**src/rtl/udp_rx.sv**
```systemverilog
// udp_rx: UDP receive stage that parses the header, filters by port and length, and streams the payload to the application
module udp_rx #(
  parameter bit PORT_FILTER_EN = 1'b1,
  parameter int MIN_UDP_LEN    = 8
) (
  input  logic        clk,
  input  logic        rst,
  input  logic [15:0] local_udp_port,
  input  logic        udp_rx_req,
  input  logic [7:0]  udp_rx_data,
  input  logic [15:0] upper_layer_data_length,
  input  logic        ip_addr_check_error,
  input  logic        ip_checksum_error,
  output logic [7:0]  udp_rec_data,
  output logic        udp_rec_data_valid,
  output logic [15:0] udp_rec_source_port,
  output logic [15:0] udp_rec_dest_port,
  output logic [15:0] udp_rec_data_length,
  output logic        udp_rx_end,
  output logic        udp_port_error,
  output logic        udp_length_error,
  output logic        udp_rx_abort
);
  typedef enum logic [3:0] {
    IDLE       = 4'b0001,
    REC_HEADER = 4'b0010,
    REC_DATA   = 4'b0100,
    REC_END    = 4'b1000
  } state_t;
  state_t state_q, state_d;
  logic [15:0] cnt_q, cnt_d, ip_len_q, ip_len_d, src_q, src_d, dst_q, dst_d;
  logic [15:0] len_q, len_d, dlen_q, dlen_d;
  logic [7:0] data_q, data_d;
  logic valid_q, valid_d, end_q, end_d, perr_q, perr_d, lerr_q, lerr_d, abort_q, abort_d;
  logic hdr, dat, abort, last, k7, len_bad, port_bad, stop;
  always_comb begin
    hdr      = state_q == REC_HEADER;
    dat      = state_q == REC_DATA;
    abort    = (hdr || dat) && (ip_checksum_error || ip_addr_check_error);
    last     = dat && cnt_q == len_q - 16'd1;
    k7       = hdr && cnt_q == 16'd7;
    len_bad  = len_q < 16'(MIN_UDP_LEN) || len_q > ip_len_q;
    port_bad = PORT_FILTER_EN && dst_q != local_udp_port;
    stop     = abort || last || (k7 && (len_bad || port_bad || len_q == 16'd8));
    state_d  = state_q == IDLE ? (udp_rx_req ? REC_HEADER : IDLE) :
               stop ? REC_END : k7 ? REC_DATA : (hdr || dat) ? state_q : IDLE;
    cnt_d    = (hdr || dat) ? cnt_q + 16'd1 : 16'd0;
    ip_len_d = (state_q == IDLE && udp_rx_req) ? upper_layer_data_length : ip_len_q;
    src_d    = hdr && cnt_q == 16'd0 ? {udp_rx_data, src_q[7:0]} :
               hdr && cnt_q == 16'd1 ? {src_q[15:8], udp_rx_data} : src_q;
    dst_d    = hdr && cnt_q == 16'd2 ? {udp_rx_data, dst_q[7:0]} :
               hdr && cnt_q == 16'd3 ? {dst_q[15:8], udp_rx_data} : dst_q;
    len_d    = hdr && cnt_q == 16'd4 ? {udp_rx_data, len_q[7:0]} :
               hdr && cnt_q == 16'd5 ? {len_q[15:8], udp_rx_data} : len_q;
    dlen_d   = k7 ? (len_bad ? 16'd0 : len_q - 16'd8) : dlen_q;
    data_d   = dat ? udp_rx_data : data_q;
    valid_d  = dat && (!abort || last);
    end_d    = !abort && (last || (k7 && !len_bad && !port_bad && len_q == 16'd8));
    lerr_d   = k7 && !abort && len_bad;
    perr_d   = k7 && !abort && !len_bad && port_bad;
    abort_d  = abort;
  end
  always_ff @(posedge clk) begin
    if (rst) begin
      state_q  <= IDLE;
      cnt_q    <= '0;
      ip_len_q <= '0;
      src_q    <= '0;
      dst_q    <= '0;
      len_q    <= '0;
      dlen_q   <= '0;
      data_q   <= '0;
      valid_q  <= 1'b0;
      end_q    <= 1'b0;
      perr_q   <= 1'b0;
      lerr_q   <= 1'b0;
      abort_q  <= 1'b0;
    end else begin
      state_q  <= state_d;
      cnt_q    <= cnt_d;
      ip_len_q <= ip_len_d;
      src_q    <= src_d;
      dst_q    <= dst_d;
      len_q    <= len_d;
      dlen_q   <= dlen_d;
      data_q   <= data_d;
      valid_q  <= valid_d;
      end_q    <= end_d;
      perr_q   <= perr_d;
      lerr_q   <= lerr_d;
      abort_q  <= abort_d;
    end
  end
  assign udp_rec_data        = data_q;
  assign udp_rec_data_valid  = valid_q;
  assign udp_rec_source_port = src_q;
  assign udp_rec_dest_port   = dst_q;
  assign udp_rec_data_length = dlen_q;
  assign udp_rx_end          = end_q;
  assign udp_port_error      = perr_q;
  assign udp_length_error    = lerr_q;
  assign udp_rx_abort        = abort_q;
endmodule

```
**config.mk**
```make
export PLATFORM = sky130hd
export DESIGN_NAME = udp_rx
export DESIGN_NICKNAME = d
export VERILOG_FILES = /design/src/rtl/udp_rx.sv
export SDC_FILE = /design/constraint.sdc
export NUM_CORES = 1
export LEC_CHECK = 0
export CORE_UTILIZATION = 50
export DETAILED_ROUTE_END_ITERATION = 8
export PLACE_DENSITY_LB_ADDON = 0.12
export SLEW_MARGIN = 20
export SYNTH_ARGS = -nofsm -noshare
export SYNTH_HDL_FRONTEND = slang
export SYNTH_SLANG_ARGS = --single-unit
```
**constraint.sdc**
```tcl
create_clock -name clk -period 6.3 [get_ports clk]
set_input_delay 1.26 -clock clk [delete_from_list [all_inputs] [get_ports clk]]
set_output_delay 1.26 -clock clk [all_outputs]
set_load 0.02 [all_outputs]
```
Word level (Yosys, flattened, before mapping):

Index checks and enable logic that the tools add are counted.

* register bits: 113
* bits in latches: 0
* memory bits (writable): 0
* bits in read-only memories: 0
* output and inout bits: 61
* memories kept: 0

* add/subtract/negate cells: 3
* $mul: 0
* div/mod/pow operators: 0
* magnitude comparators: 2
* equal/unequal tests: 13
* shift operators: 0
* mux-type cells: 12
* bitwise gates (word level): 4
* reduce and logical (&&, ||, !) cells: 37

Operator list (number)
* $mux 16: 4
* $eq 16x3->1 const B: 3
* $eq 16x2->1 const B: 2
* $mux 8: 3
* $logic_and 1x1->1: 20
* $add 16x1->16 const B: 1
* $eq 16x1->1 const B: 1
* $eq 16x16->1: 1
* $eq 16x4->1 const B: 1
* $gt 16x16->1: 1
* $logic_not 16->1: 1
* $lt 16x4->1 const B: 1
* $mux 4: 4
* $ne 16x16->1: 1
* $sub 16x1->16 const B: 1
* $sub 16x4->16 const B: 1
* $logic_or 1x1->1: 9
* $reduce_and 2->1: 3
* $eq 4x1->1 const B: 1
* $eq 4x2->1 const B: 1
* $eq 4x3->1 const B: 1
* $ne 4x4->1 const B: 1
* $not 1->1: 4
* $logic_not 1->1: 3
* other kinds (2): 2

Depth between registers and ports, before layout:

Gate-level depths: netlist (run 1).

* depth after elaboration: 8
* mapped depth: 10

Least setup slack after synthesis (run 1):

OpenSTA, ideal clock, no wires.

* kind: in2reg
* start point: in local_udp_port[10]
* end point: reg state_q[3]
* library setup time: 122 ps
* arrival: 2464 ps
* required time: 6178 ps
* slack: 3714 ps
* stages: 6
* cells stage by stage: xnor2_1 nand4_1 nor4_1 nor2b_1 a21boi_0 o31a_2

* longest elaborated chain between the ends: 7
* elaborated cells on any way between the ends: 8
* classes of those cells: eq/ne: 2; mux: 2; reduce/logical: 4

RTL lines
* from (decl): line 8 `input logic [15:0] local_udp_port,`
* $ne 16x16->1 *: line 43 `port_bad = PORT_FILTER_EN && dst_q != local_udp_port;`
* $logic_or 1x1->1 * (2 in series): line 44 `stop = abort || last || (k7 && (len_bad || port_bad || len_q == 16'd8));`
* $logic_and 1x1->1 *: line 44
* $logic_or 1x1->1 *: line 44
* $mux 4: line 46 `stop ? REC_END : k7 ? REC_DATA : (hdr || dat) ? state_q : IDLE;`
* $mux 4: line 45 `state_d = state_q == IDLE ? (udp_rx_req ? REC_HEADER : IDLE) :`
* to (signal assigned): line 79 `state_q <= state_d;`
* to (decl): line 30 `state_t state_q, state_d;`

Every way passes the cells marked *; elsewhere a longest branch is shown, timed or not.
A chain may end at the register's enable or synchronous reset.

Worst setup path after layout (run 1):

* start point: in local_udp_port[0]
* end point: reg state_q[3]

Same word-level chain as after synthesis.

==> parameters.txt, run 1 <==
Parameter                              Value

Run status
  Status    completed

Setup path
  Kind of critical path    input port to register
  WP data arrival    3370 ps
  Highest net fanout along the worst path    3
  Crit. End Element    register
  Critical path launch point type    input port
  Data required time of the critical path    about 6700 ps

Finish
  Layout cell share with drive strength beyond 1    between 6 and 7%
  Final layout net count    850
  Area occupied by multi-input gates    about 3100 sq um
  Area of all sequential standard cells    approximately 2300 sq um
  Final core area utilization    66.4%
  Area added between synthesis and finish    29.4%
  Top library cells by usage in the layout, fill and taps aside    sky130_fd_sc_hd__nand2_1 (145), sky130_fd_sc_hd__dfxtp_1 (113), sky130_fd_sc_hd__clkdlybuf4s50_1 (104), sky130_fd_sc_hd__a21oi_1 (82), sky130_fd_sc_hd__nor2_1 (59)
  Most common cell after layout, fill and taps aside    sky130_fd_sc_hd__nand2_1
  Diodes inserted    0
  Number of fillers in the final layout    946

Die
  I/O Pins    roughly 110
  Core area    approximately 11,000 sq um
  Die Ht    approximately 110 um
  Area enclosed by the die boundary    roughly 12,000 sq um
  Initial Util    between 50% and 60%
  Row count    38
  Die width    around 110 um

CTS
  H-Tree Depth    4
  Number of cells upsized or downsized after cts    0
  CTS Sinks    about 110
  Clock Latency Late Sink    ~520 ps
  Hold-fix buffer count after cts    0
  Num CTS Buffers    17
  Clock tree from TritonCTS    built
  Maximum count of clock buffers along a single path    2
  Clock-pin slew reported for the worst setup and hold paths after clock tree synthesis    about 60 ps
  Root buffer cell    sky130_fd_sc_hd__clkbuf_8
  Number of buffers inserted by post-CTS setup repair    0

Yosys
  Post-synthesis net count    760
  Unique cell type count in the Yosys netlist    50
  Flops & latches, synth    113
  Share of the yosys chip area belonging to registers    between 40% and 50%
  Mean cell area of the mapped netlist    around 8 sq um
  Count of yosys warnings during synthesis    0
  Main flop type after synthesis    sky130_fd_sc_hd__dfxtp_1
  Gate count of the mapped netlist    692
  Fraction of synthesis flops using an asynchronous set or reset pin    0%
  Number of synthesized flops with an enable pin    0
  Summed instance area of the synthesized netlist    5590 sq um

Power
  Cell leakage power    2.80 nW
  Maximum resistive drop on vdd    around 0.13 mV
  PD cells    around 240 nW/um^2

STA
  Max Transition Viols Final    0
  Setup repair after global routing missed its margin    no
  Minimum clock period    roughly 3000 ps
  Transition time at the pin with the least slew margin    between 1000 and 1500 ps
  Total Negative Setup Slacks    0 ps
  Clock Skews    between 6 and 7 ps
  Maximum clock frequency    about 340 MHz
  Worst slew margin relative to its limit    29.0%
  Hold violation count in the final report    0
  Final period util    47.1%
  Final setup violating endpoints    0

Routing
  DR DRC count    0
  Via total after detailed routing    approximately 5k
  Final WL    approximately 15,000 um
  Wirelength per Cell    16.1 um
  Number of DRC violations after detailed-routing iteration 0    ~280
  Average vias per placed instance    roughly 5.4
  Post-route ant nets    0
  1st-pass router iterations    5

Job
  Count of maximum capacitance violations    0

Global routing
  Overall fraction of global-route tracks in use    ~28%
  Initial antenna violation count    0
  Vias in the first global route    about 5.0k
  Maximum number of pins on one net before global-route repair    between 60 and 70
  Global route total overflow    0
  Global-route wire length before repair    ~25,000 um

Placement
  GP Congestion    between 0.8 and 0.9
  IO Port Bufs    approximately 110
  Final HPWL from detailed placement    10,700 um

Min path
  Hold crit path type    register to register
## kinds of logic after synthesis
family                     Yosys count  synth area share, %
DFF                                113                 40.5
AOI/OAI and AO/OA                  113                 11.6
muxes                               25                 4.48
xor gates and xnor gates            54                 8.46
buffers and inverters               65                 4.54
adders and majority gates           23                 5.15
and+or+nand+nor                    299                 25.3
## where the power goes
part	switching, mW	total (mW)	internal, mW
Clock	0.351	0.875	0.524
Combinational	0.0525	0.0983	0.0458
Sequential	0.00609	0.730	0.724
Total	0.410	1.70	1.29
## sequential cells by signal, summed over array words and instances (netlist names), 4 cells and up
register,cells
udp_rec_dest_port,16
udp_rec_data_length,16
len_q,16
ip_len_q,16
cnt_q,16
udp_rec_source_port,16
udp_rec_data,8
state_q,4
## critical path, stage by stage
cell and delay [ps]:
sky130_fd_sc_hd__clkdlybuf4s50_1 470, sky130_fd_sc_hd__xnor2_1 120, sky130_fd_sc_hd__nand4_1 100, sky130_fd_sc_hd__nor4_1 750, sky130_fd_sc_hd__nor2b_1 250, sky130_fd_sc_hd__a21boi_0 110
sky130_fd_sc_hd__o31a_2 300
## cells in the mapped netlist (all sizes together), types with 3 or more instances
| cell type | n | share of area, % |
|---|---|---|
| a211o | 4 | 0.65 |
| o21ai | 10 | 0.90 |
| nor3 | 10 | 1.1 |
| nor2 | 59 | 4.0 |
| nand3b | 3 | 0.40 |
| clkbuf | 32 | 2.1 |
| mux2i | 25 | 4.5 |
| and3 | 9 | 1.0 |
| xor2 | 18 | 2.8 |
| nand4 | 7 | 0.78 |
| dfxtp | 113 | 40 |
| xnor2 | 36 | 5.6 |
| nor4b | 3 | 0.85 |
| and4 | 3 | 0.47 |
| and2 | 5 | 0.56 |
| or4 | 3 | 0.40 |
| nand3 | 22 | 2.0 |
| a21oi | 82 | 7.3 |
| or3 | 10 | 1.2 |
| inv | 29 | 1.9 |
| a31oi | 4 | 0.45 |
| nand2b | 3 | 0.34 |
| nor2b | 3 | 0.34 |
| nor4 | 9 | 1.3 |
| buf | 4 | 0.45 |
| nand2 | 145 | 9.7 |
| ha | 23 | 5.1 |
## final cells by class
type / instances / share of cell area, %
Sequential cell: 113 / 31.3
Inverter: 29 / 1.50
Clock inverter: 15 / 1.90
Multi-Input combinational cell: 514 / 42.5
Timing Repair Buffer: 107 / 14.7
Tap cell: 140 / 2.42
Clock buffer: 17 / 5.73
## worst paths after layout
check | slack [ps] | endpoint | start | cells after the start
setup / recovery | 3330 | state_q[3] | local_udp_port[0] | 7
hold / removal | 450 | udp_rec_data_length[11] | udp_rec_data_length[11] | 2
setup reg to reg | 3360 | udp_rx_end | state_q[3] | 7
hold reg to reg | 450 | udp_rec_data_length[11] | udp_rec_data_length[11] | 2
## metrics by stage
step / setup WS, ps / power (mW) / cells / hold slack, ps / cell area [sq um]
finish: 3330 / 1.70 / 935 / 449 / 7230
CTS: 3360 / 1.71 / 935 / 451 / 7230
global route: 3160 / 1.76 / 935 / 466 / 7230
detailed placement: 2870 / 0.842 / 903 / 444 / 6680
floorplan: 3710 / 0.793 / 692 / 436 / 5590
global placement: 2960 / 0.839 / 903 / 440 / 6680
## layer usage
metal	vias up	global-route usage (%)	routed length (um)
met3	23	6.78	987
li1	2510	-	-
met1	2385	34.8	6780
met5	-	0	0
met2	171	45.1	7010
met4	0	11.4	303
Power figures use the tool's default switching activity.
==> run 2, diff against run 1 <==
clock period = 2.8 ns   (was 6.3 ns; I/O delays follow)
==> parameters.txt, run 2 (same netlist as run 1, synthesis figures left out) <==
Parameter                              Value

Die
  Die width    108 um
  Row count    38
  Initial Util    around 51%
  I/O Pins    106
  Die Ht    roughly 110 um
  Area enclosed by the die boundary    11,600 sq um
  Core area    10,900 sq um

Global routing
  Initial antenna violation count    0
  Maximum number of pins on one net before global-route repair    40
  Global-route wire length before repair    about 25,000 um
  Vias in the first global route    4,898
  Overall fraction of global-route tracks in use    28.1%
  Global route total overflow    0

CTS
  Number of buffers inserted by post-CTS setup repair    0
  Root buffer cell    sky130_fd_sc_hd__clkbuf_8
  Maximum count of clock buffers along a single path    2
  Number of cells upsized or downsized after cts    0
  Num CTS Buffers    17
  H-Tree Depth    4
  Clock Latency Late Sink    530 ps
  CTS Sinks    113
  Hold-fix buffer count after cts    0
  Clock tree from TritonCTS    built
  Clock-pin slew reported for the worst setup and hold paths after clock tree synthesis    60 ps

Power
  PD cells    approximately 530 nW/um^2
  Cell leakage power    about 2.9 nW
  Maximum resistive drop on vdd    around 0.42 mV
  Post-layout total power    approximately 4 mW

STA
  Maximum clock frequency    between 300 and 400 MHz
  Max Transition Viols Final    0
  Final setup violating endpoints    0
  Hold violation count in the final report    0
  Minimum clock period    2610 ps
  Worst slew margin relative to its limit    roughly 50%
  Total Negative Setup Slacks    0 ps
  Transition time at the pin with the least slew margin    734 ps
  Setup repair after global routing missed its margin    no
  Final period util    ~93%
  Clock Skews    between 9 and 10 ps

Finish
  Diodes inserted    0
  Top library cells by usage in the layout, fill and taps aside    sky130_fd_sc_hd__nand2_1 (145), sky130_fd_sc_hd__dfxtp_1 (113), sky130_fd_sc_hd__clkdlybuf4s50_1 (104), sky130_fd_sc_hd__a21oi_1 (82), sky130_fd_sc_hd__nor2_1 (59)
  Final cell count without fillers    approximately 950
  Finished Cell Area    between 7000 and 8000 sq um
  Final layout net count    approximately 870
  Layout cell share with drive strength beyond 1    8.35%
  Area added between synthesis and finish    32.5%
  Most common cell after layout, fill and taps aside    sky130_fd_sc_hd__nand2_1

Routing
  1st-pass router iterations    5
  Post-route ant nets    0
  Via total after detailed routing    ~5.2k
  DR DRC count    0
  Wirelength per Cell    around 16 um
  Final WL    around 15,000 um
  Number of DRC violations after detailed-routing iteration 0    roughly 320
  Average vias per placed instance    5.49

Job
  Count of maximum capacitance violations    0

Setup path
  Data required time of the critical path    3250 ps
  Highest net fanout along the worst path    10
  Kind of critical path    register to register
  Flop2flop setup slack    190 ps
  Number of cells traversed by the worst register-to-register path    7
  Terminus of the critical flop-to-flop path    udp_rec_data_valid
  Critical path launch point type    register
  Worst R2R Start    len_q[3]
  Crit. End Element    register
  Termination of the worst setup path    udp_rec_data_valid
  Start point of the critical path    len_q[3]
  WP data arrival    3060 ps

Placement
  Placed cells    approximately 900
  Area after detailed placement    6820 sq um
  GP Congestion    0.965
  Final HPWL from detailed placement    ~11,000 um
  IO Port Bufs    105

Min path
  Hold crit path type    register to register
  Number of cells traversed by the worst hold path    2

Run status
  Status    completed
==> run 2: cell count changes in the layout (fill, tap and decap cells not counted) <==
cell / previous run / this run
sky130_fd_sc_hd__buf_4: 2 / 21
sky130_fd_sc_hd__bufinv_16: 1 / 2
sky130_fd_sc_hd__clkinvlp_4: 6 / 5
sky130_fd_sc_hd__nor4_1: 8 / 7
sky130_fd_sc_hd__nor4_2: 0 / 1
==> run 2: worst min-delay path by stage <==
stage / start / to / slack [ps]
floorplan: ip_len_q[10] / ip_len_q[10] / 440
global placement: udp_rec_data_length[13] / udp_rec_data_length[13] / 440
detailed placement: udp_rec_data_length[6] / udp_rec_data_length[6] / 440
CTS: rst / len_q[1] / 450
global route: udp_rec_data_length[13] / udp_rec_data_length[13] / 470
finish: udp_rec_data_length[6] / udp_rec_data_length[6] / 450
==> run 2: report_power, final <==
part	switching, mW	total (mW)	internal [mW]
clock network	0.794	2.06	1.27
logic	0.119	0.225	0.106
registers	0.0140	1.64	1.63
total	0.927	3.93	3.00
==> run 2: through the flow <==
stage          hold WS (ps)  util (%)  setup WS (ps)
6_report                448      68.0            192
2_1_floorplan           436         -            451
3_3_place_gp            441      62.7           47.4
5_1_grt                 471      68.0           45.9
3_5_place_dp            444      62.7           8.63
4_1_cts                 446      67.9            180
==> run 2: cell type report <==
class	instances	area, sq um
Clock buffer	17	414
Clock inverter	15	160
Fill cell	871	3480
Inverter	29	109
Multi-Input combinational cell	514	3080
Sequential cell	113	2260
Tap cell	140	175
Timing Repair Buffer	126	1200
==> run 2: critical path, stage by stage, from the launching register on <==
cell and delay (ps):
sky130_fd_sc_hd__dfxtp_1 420, sky130_fd_sc_hd__or3_4 460, sky130_fd_sc_hd__or3_1 390, sky130_fd_sc_hd__a2111oi_2 360
sky130_fd_sc_hd__o2111ai_1 220, sky130_fd_sc_hd__nor4b_4 470, sky130_fd_sc_hd__nor2_1 100, sky130_fd_sc_hd__nor3_2 110
==> run 2: metal layers <==
layer	share of wire, %	GRT usage (%)
met5	0	0
met4	2.4	11.9
met3	7.3	8.23
met2	46	44.4
met1	45	35.4
